**src/rtl/pico_uart_tx_if.sv**
```systemverilog
// PicoRV32 native-bus slave port bundle for the UART transmitter.
interface pico_uart_tx_if;
    logic        io_valid;
    logic [1:0]  rv_adr;
    logic [3:0]  rv_wstrb;
    logic [31:0] rv_wdata;
    logic [31:0] rv_rdata;
    logic        io_ready;

    modport master (
        output io_valid, rv_adr, rv_wstrb, rv_wdata,
        input  rv_rdata, io_ready
    );

    modport slave (
        input  io_valid, rv_adr, rv_wstrb, rv_wdata,
        output rv_rdata, io_ready
    );
endinterface

```
**src/rtl/pico_uart_tx.sv**
```systemverilog
// Memory-mapped 8N1 UART transmitter with a byte FIFO on the PicoRV32 native bus.
module pico_uart_tx #(
    parameter logic [15:0] DIVISOR_RST = 16'd35,
    parameter int unsigned FIFO_AW     = 4
) (
    input  logic          clk,
    input  logic          resetn,
    pico_uart_tx_if.slave bus,
    output logic          uart_txd,
    output logic          irq_empty
);
    localparam int unsigned DEPTH = 2 ** FIFO_AW;
    localparam int unsigned CW    = FIFO_AW + 1;

    typedef enum logic [1:0] {IDLE, START, DATA, STOP} state_e;

    state_e             state_q, state_d;
    logic [15:0]        div_q;
    logic [15:0]        baud_q, baud_d;
    logic [2:0]         bitcnt_q, bitcnt_d;
    logic [7:0]         shreg_q, shreg_d;
    logic               txd_d;
    logic               ovf_q;
    logic [7:0]         mem [DEPTH];
    logic [FIFO_AW-1:0] wr_ptr_q, rd_ptr_q;
    logic [CW-1:0]      count_q, count_d;

    logic        acc_c, wr_c, rd_c, push_c, push_ok_c, pop_c;
    logic        empty_c, full_c, bit_end_c;
    logic [31:0] rdata_c;
    logic        unused_c;

    // Transaction strobes: accept once per request, on the cycle io_ready rises
    assign acc_c     = bus.io_valid & ~bus.io_ready;
    assign wr_c      = acc_c & bus.rv_wstrb[0];
    assign rd_c      = acc_c & (bus.rv_wstrb == 4'b0000);
    assign push_c    = wr_c & (bus.rv_adr == 2'd0);
    assign empty_c   = (count_q == '0);
    assign full_c    = (count_q == CW'(DEPTH));
    assign push_ok_c = push_c & (~full_c | pop_c);
    assign count_d   = count_q + CW'(push_ok_c) - CW'(pop_c);
    assign bit_end_c = (baud_q == 16'd0);
    assign unused_c  = ^bus.rv_wdata[31:16];

    // Register read mux
    always_comb begin
        rdata_c = '0;
        case (bus.rv_adr)
            2'd1:    rdata_c = {16'd0, 8'(count_q), 4'd0, ovf_q, empty_c, full_c, (state_q != IDLE)};
            2'd2:    rdata_c = {16'd0, div_q};
            default: rdata_c = '0;
        endcase
    end

    // Bus handshake, read data and control registers
    always_ff @(posedge clk or negedge resetn) begin
        if (!resetn) begin
            bus.io_ready <= 1'b0;
            bus.rv_rdata <= '0;
            div_q        <= DIVISOR_RST;
            ovf_q        <= 1'b0;
        end else begin
            bus.io_ready <= acc_c;
            bus.rv_rdata <= rd_c ? rdata_c : '0;
            if (wr_c && (bus.rv_adr == 2'd2)) begin
                div_q <= (bus.rv_wdata[15:0] == 16'd0) ? 16'd1 : bus.rv_wdata[15:0];
            end
            if (wr_c && (bus.rv_adr == 2'd1)) begin
                ovf_q <= 1'b0;
            end else if (push_c && full_c && !pop_c) begin
                ovf_q <= 1'b1;
            end
        end
    end

    // FIFO storage; contents need no reset
    always_ff @(posedge clk) begin
        if (push_ok_c) begin
            mem[wr_ptr_q] <= bus.rv_wdata[7:0];
        end
    end

    // FIFO pointers and occupancy
    always_ff @(posedge clk or negedge resetn) begin
        if (!resetn) begin
            wr_ptr_q <= '0;
            rd_ptr_q <= '0;
            count_q  <= '0;
        end else begin
            wr_ptr_q <= wr_ptr_q + FIFO_AW'(push_ok_c);
            rd_ptr_q <= rd_ptr_q + FIFO_AW'(pop_c);
            count_q  <= count_d;
        end
    end

    // Serialiser next state: divisor is re-sampled at every bit boundary
    always_comb begin
        state_d  = state_q;
        baud_d   = baud_q;
        bitcnt_d = bitcnt_q;
        shreg_d  = shreg_q;
        pop_c    = 1'b0;
        txd_d    = 1'b1;
        case (state_q)
            IDLE: begin
                if (!empty_c) begin
                    pop_c   = 1'b1;
                    shreg_d = mem[rd_ptr_q];
                    baud_d  = div_q - 16'd1;
                    state_d = START;
                end
            end
            START: begin
                if (bit_end_c) begin
                    baud_d   = div_q - 16'd1;
                    bitcnt_d = 3'd0;
                    state_d  = DATA;
                end else begin
                    baud_d = baud_q - 16'd1;
                end
            end
            DATA: begin
                if (bit_end_c) begin
                    baud_d = div_q - 16'd1;
                    if (bitcnt_q == 3'd7) begin
                        state_d = STOP;
                    end else begin
                        bitcnt_d = bitcnt_q + 3'd1;
                        shreg_d  = {1'b0, shreg_q[7:1]};
                    end
                end else begin
                    baud_d = baud_q - 16'd1;
                end
            end
            STOP: begin
                if (bit_end_c) begin
                    if (!empty_c) begin
                        pop_c   = 1'b1;
                        shreg_d = mem[rd_ptr_q];
                        baud_d  = div_q - 16'd1;
                        state_d = START;
                    end else begin
                        state_d = IDLE;
                    end
                end else begin
                    baud_d = baud_q - 16'd1;
                end
            end
            default: state_d = IDLE;
        endcase
        case (state_d)
            START:   txd_d = 1'b0;
            DATA:    txd_d = shreg_d[0];
            default: txd_d = 1'b1;
        endcase
    end

    // Serialiser state and registered line/interrupt outputs
    always_ff @(posedge clk or negedge resetn) begin
        if (!resetn) begin
            state_q   <= IDLE;
            baud_q    <= '0;
            bitcnt_q  <= '0;
            shreg_q   <= '0;
            uart_txd  <= 1'b1;
            irq_empty <= 1'b1;
        end else begin
            state_q   <= state_d;
            baud_q    <= baud_d;
            bitcnt_q  <= bitcnt_d;
            shreg_q   <= shreg_d;
            uart_txd  <= txd_d;
            irq_empty <= (count_d == '0) && (state_d == IDLE);
        end
    end
endmodule

```
**src/flat_wrapper.sv**
```systemverilog
// flat-port wrapper written by rule: the top's interface ports become plain ports
module pico_uart_tx_flat 
#(
    parameter logic [15:0] DIVISOR_RST = 16'd35,
    parameter int unsigned FIFO_AW     = 4
)
  (clk, resetn, uart_txd, irq_empty, bus_io_valid, bus_rv_adr, bus_rv_wstrb, bus_rv_wdata, bus_rv_rdata, bus_io_ready);
  pico_uart_tx_if bus_i ();
  input  logic clk;
  input  logic resetn;
  output logic uart_txd;
  output logic irq_empty;
  input wire logic [$bits(bus_i.io_valid)-1:0] bus_io_valid;
  input wire logic [$bits(bus_i.rv_adr)-1:0] bus_rv_adr;
  input wire logic [$bits(bus_i.rv_wstrb)-1:0] bus_rv_wstrb;
  input wire logic [$bits(bus_i.rv_wdata)-1:0] bus_rv_wdata;
  output wire logic [$bits(bus_i.rv_rdata)-1:0] bus_rv_rdata;
  output wire logic [$bits(bus_i.io_ready)-1:0] bus_io_ready;
  assign bus_i.io_valid = bus_io_valid;
  assign bus_i.rv_adr = bus_rv_adr;
  assign bus_i.rv_wstrb = bus_rv_wstrb;
  assign bus_i.rv_wdata = bus_rv_wdata;
  assign bus_rv_rdata = bus_i.rv_rdata;
  assign bus_io_ready = bus_i.io_ready;
  pico_uart_tx #(.DIVISOR_RST(DIVISOR_RST), .FIFO_AW(FIFO_AW)) u_core (.clk(clk), .resetn(resetn), .bus(bus_i), .uart_txd(uart_txd), .irq_empty(irq_empty));
endmodule
```
**config.mk**
```make
export PLATFORM = sky130hd
export DESIGN_NAME = pico_uart_tx_flat
export DESIGN_NICKNAME = d
export VERILOG_FILES = /design/src/rtl/pico_uart_tx_if.sv /design/src/rtl/pico_uart_tx.sv /design/src/flat_wrapper.sv
export SDC_FILE = /design/constraint.sdc
export NUM_CORES = 1
export LEC_CHECK = 0
export BUFFER_PORTS_ARGS = -buffer_cell sky130_fd_sc_hd__buf_2
export CAP_MARGIN = 20
export CORE_MARGIN = 3
export CORE_UTILIZATION = 33
export CTS_CLUSTER_SIZE = 25
export DETAILED_ROUTE_END_ITERATION = 10
export PLACE_DENSITY = 0.56
export SLEW_MARGIN = 30
export SYNTH_ARGS = -nofsm -noshare
export SYNTH_HDL_FRONTEND = slang
export SYNTH_SLANG_ARGS = --single-unit
```
**constraint.sdc**
```tcl
create_clock -name clk -period 3.7 [get_ports clk]
set_clock_uncertainty 0.2 [all_clocks]
set_input_delay 0.185 -clock clk [delete_from_list [all_inputs] [get_ports clk]]
set_output_delay 0.185 -clock clk [all_outputs]
set_load 0.05 [all_outputs]
```
==> run_results.csv <==
group,metric,value,unit
yosys,synth_warnings,0,
global_routing,grt.total_usage,14.1,%
yosys,yosysSeqAreaShare,61.6,%
route,drc_errors,0,
global_routing,grt_max_degree,65,
route,wl_per_cell,18.4,µm
yosys,synthDistinctLibCells,71,
setup_path,r2r_cells,14,
finish,multi_input_area,3430,µm²
setup_path,crit_start,"u_core.baud_q[1]",
placement,portBuffers,43,
yosys,yosys.area.top_type,"edfxtp_1",
setup_path,critPathKind,"register to register",
finish,ff_latch_area,5810,µm²
placement,dpl.hpwl,14.9,mm
yosys,avgSynthCellArea,14.0,µm²
floorplan,die_w,175,µm
timing,setup_violations,0,
power_and_ir_drop,p_int,5.30,mW
route,routed_wl,21.9,mm
setup_path,worstReg2RegStart,"u_core.baud_q[1]",
finish,fin_nets,854,
clock_network,cts_tree,"done",
power_and_ir_drop,swShare,33.2,%
timing,tightest_slew,0.856,ns
floorplan,die_area,30600,µm²
status,status,"finished clean",
yosys,ys_seq_elements,206,
yosys,synth-main-ff-cell,"edfxtp_1",
clock_network,clock-sinks,206,
setup_path,end_kind,"register",
route,vias_per_cell,5.01,
finish,final_common_cell,"edfxtp_1",
floorplan,row_count,61,
finish,layout_common_cells,"edfxtp_1 (128), dfrtp_1 (70), buf_4 (62)",
finish,diodes,0,
setup_path,cp_max_fo,3,
yosys,synth.top_cell.area_share,40.8,%
power_and_ir_drop,p_per_area,695,nW/µm²
floorplan,initial_utilization,33.7,%
setup_path,cp-start-kind,"register",
power_and_ir_drop,power_frac_seq,38.9,%
global_routing,grt_overflow,0,
floorplan,pin_count,76,
timing,relSlewSlack,42.8,%
finish,syn_to_final_growth,21.5,%
yosys,syn_area,9410,µm²
setup_path,cp.arrival,3.92,ns
floorplan,dieHeight,175,µm
power_and_ir_drop,vdd_drop_max,414,µV
global_routing,grt_pass1_vias,6079,
timing,hold_violations,0,
power_and_ir_drop,combPwrFrac,33.5,%
clock_network,root_buffer,"clkbuf_16",
timing,timing.hold.ws,0.0162,ns
route,drt_iter0_drc,383,
route,ant_nets,0,
finish,nFillCells,2646,
clock_network,ctsHtreeMaxLevel,1,
route,dr_total_vias,5949,
setup_path,r2r-end,"u_core.irq_empty",
job,drv_cap,0,
timing,min_period,3.70,ns
timing,setup_tns,0,ns
yosys,yosys-top-cells-area,"edfxtp_1 (41%), dfrtp_1 (19%), mux4_2 (7.7%), ha_1 (2.7%), mux2_2 (2.4%)",
placement,place_congestion,0.829,
clock_network,clockBufferDepth,3,
timing,period_share,100,%
power_and_ir_drop,power_switching,2.64,mW
timing,max_freq,0.270,GHz
global_routing,grt_pass1_wl,34.4,mm
timing,slew_violations,0,
yosys,syn_inst,670,
global_routing,antenna_found_initial,0,
min_path,hold_path_class,"input port to register",
route,first_pass_iters,5,
clock_network,clock_latency,0.51,ns
setup_path,crit_required,3.92,ns
power_and_ir_drop,p_total,7.94,mW
setup_path,reg2reg_slack,0.0009,ns
clock_network,clk_pin_slew_worst_paths,0.06,ns
yosys,synth-edff-count,128,
power_and_ir_drop,leakage,4.36,nW
timing,rsz0062_at_grt,"yes",
finish,drive_gt1_share,28.1,%
setup_path,crit_end,"u_core.irq_empty",
yosys,synthArstFlopShare,37.9,%
power_and_ir_drop,pwr-share-clk,27.5,%
floorplan,coreArea,27900,µm²
clock_network,cts_buffers,24,
finish,final_util,40.9,%
state kept, by name, indices dropped and copies added, names as in the netlist:
signal / flops
u_core.mem: 128
u_core.baud_q: 16
u_core.bus.rv_rdata: 16
u_core.div_q: 16
u_core.shreg_q: 8
u_core.count_q: 5
u_core.rd_ptr_q: 4
u_core.wr_ptr_q: 4
u_core.bitcnt_q: 3
u_core.state_q: 2
u_core.bus.io_ready: 1
u_core.irq_empty: 1
u_core.ovf_q: 1
u_core.uart_txd: 1
cell type report:
type	count	area share [%]
Inverter	23	0.755
Clock buffer	35	5.80
Sequential cell	206	50.8
Multi-Input combinational cell	410	30.0
Tap cell	378	4.14
Timing Repair Buffer	127	8.01
Clock inverter	8	0.558
synthesized netlist by cell type (6+ instances only):
master,n
buf_2,6
nor2_1,44
nand3_1,8
nor4_1,16
nand2_1,30
buf_4,17
a22oi_1,13
xor2_1,10
edfxtp_1,128
mux4_2,32
a221o_1,8
mux2i_1,7
and3_1,8
dfrtp_1,73
mux2_2,20
xnor2_1,16
nand2b_1,8
o22ai_1,11
nor3_1,23
o21ai_0,12
nor2b_1,7
ha_1,20
inv_1,22
clkbuf_1,19
a21oi_1,24
critical path, stage by stage, from the launching register on:
cell	delay, ns
dfrtp_1	0.39
inv_2	0.08
ha_4	0.14
nor3b_4	0.19
and4_4	0.27
a21oi_2	0.08
or3_4	0.39
or2_1	0.25
nand2_1	0.08
ha_2	0.18
inv_1	0.05
fa_1	0.50
inv_1	0.05
or4_4	0.52
nor4_4	0.25
cells by family after synthesis:
kind of cell               Yosys count  share of synthesized area (%)
DFF                                206                           61.6
and+or+nand+nor                    178                           10.6
AOI/OAI and AO/OA                  110                           8.08
buffers and inverters               69                           3.59
muxes                               59                           10.8
xor gates and xnor gates            26                           2.42
adders and majority gates           21                           2.87
other                                1                         0.0398
power groups by stage:
stage          Sequential [mW]  Clock, mW  Combinational, mW
2_1_floorplan             2.99          0               1.83
3_3_place_gp              3.13          0               2.52
3_5_place_dp              3.13          0               2.52
4_1_cts                   3.09       2.24               2.54
5_1_grt                   3.14       2.33               2.91
6_report                  3.09       2.19               2.67
worst min-delay path by stage:
stage | slack, ns | start | cells after the start | to
6_report | 0.02 | bus_rv_wstrb[2] | 6 | u_core.bus.rv_rdata[1]
5_1_grt | 0.10 | bus_rv_wstrb[2] | 6 | u_core.bus.rv_rdata[1]
4_1_cts | 0.02 | bus_rv_wstrb[2] | 6 | u_core.bus.rv_rdata[1]
3_5_place_dp | 0.15 | resetn | 1 | u_core.bus.io_ready
3_3_place_gp | 0.15 | resetn | 1 | u_core.bus.io_ready
2_1_floorplan | -0.31 | resetn | 0 | u_core.baud_q[0]
layer usage:
| metal | part of all wire, % | up-vias | GRT usage [%] | wire [µm] |
|---|---|---|---|---|
| li1 | - | 2796 | - | - |
| met1 | 45 | 2981 | 19.7 | 9940 |
| met2 | 48 | 145 | 23.4 | 10600 |
| met3 | 4.6 | 27 | 2.19 | 1000 |
| met4 | 1.5 | 0 | 3.36 | 337 |
| met5 | 0 | - | 0 | 0 |
stage by stage:
stage | area [µm²] | cells | setup WS (ns)
3_3_place_gp | 10400 | 1114 | 0.106
3_5_place_dp | 10400 | 1114 | 0.0849
6_report | 11400 | 1187 | 0.000936
5_1_grt | 11400 | 1187 | -0.141
2_1_floorplan | 9470 | 685 | 0.00432
4_1_cts | 11300 | 1179 | 0.0336
repair_timing:
action / CTS / global route
hold endpoints to repair: 206 / 0
setup endpoints to repair: 0 / 1
setup buffers: 0 / 8
resized for setup: 0 / 14
hold buffers: 22 / 0
No activity file was read; power rests on OpenSTA's default activity.
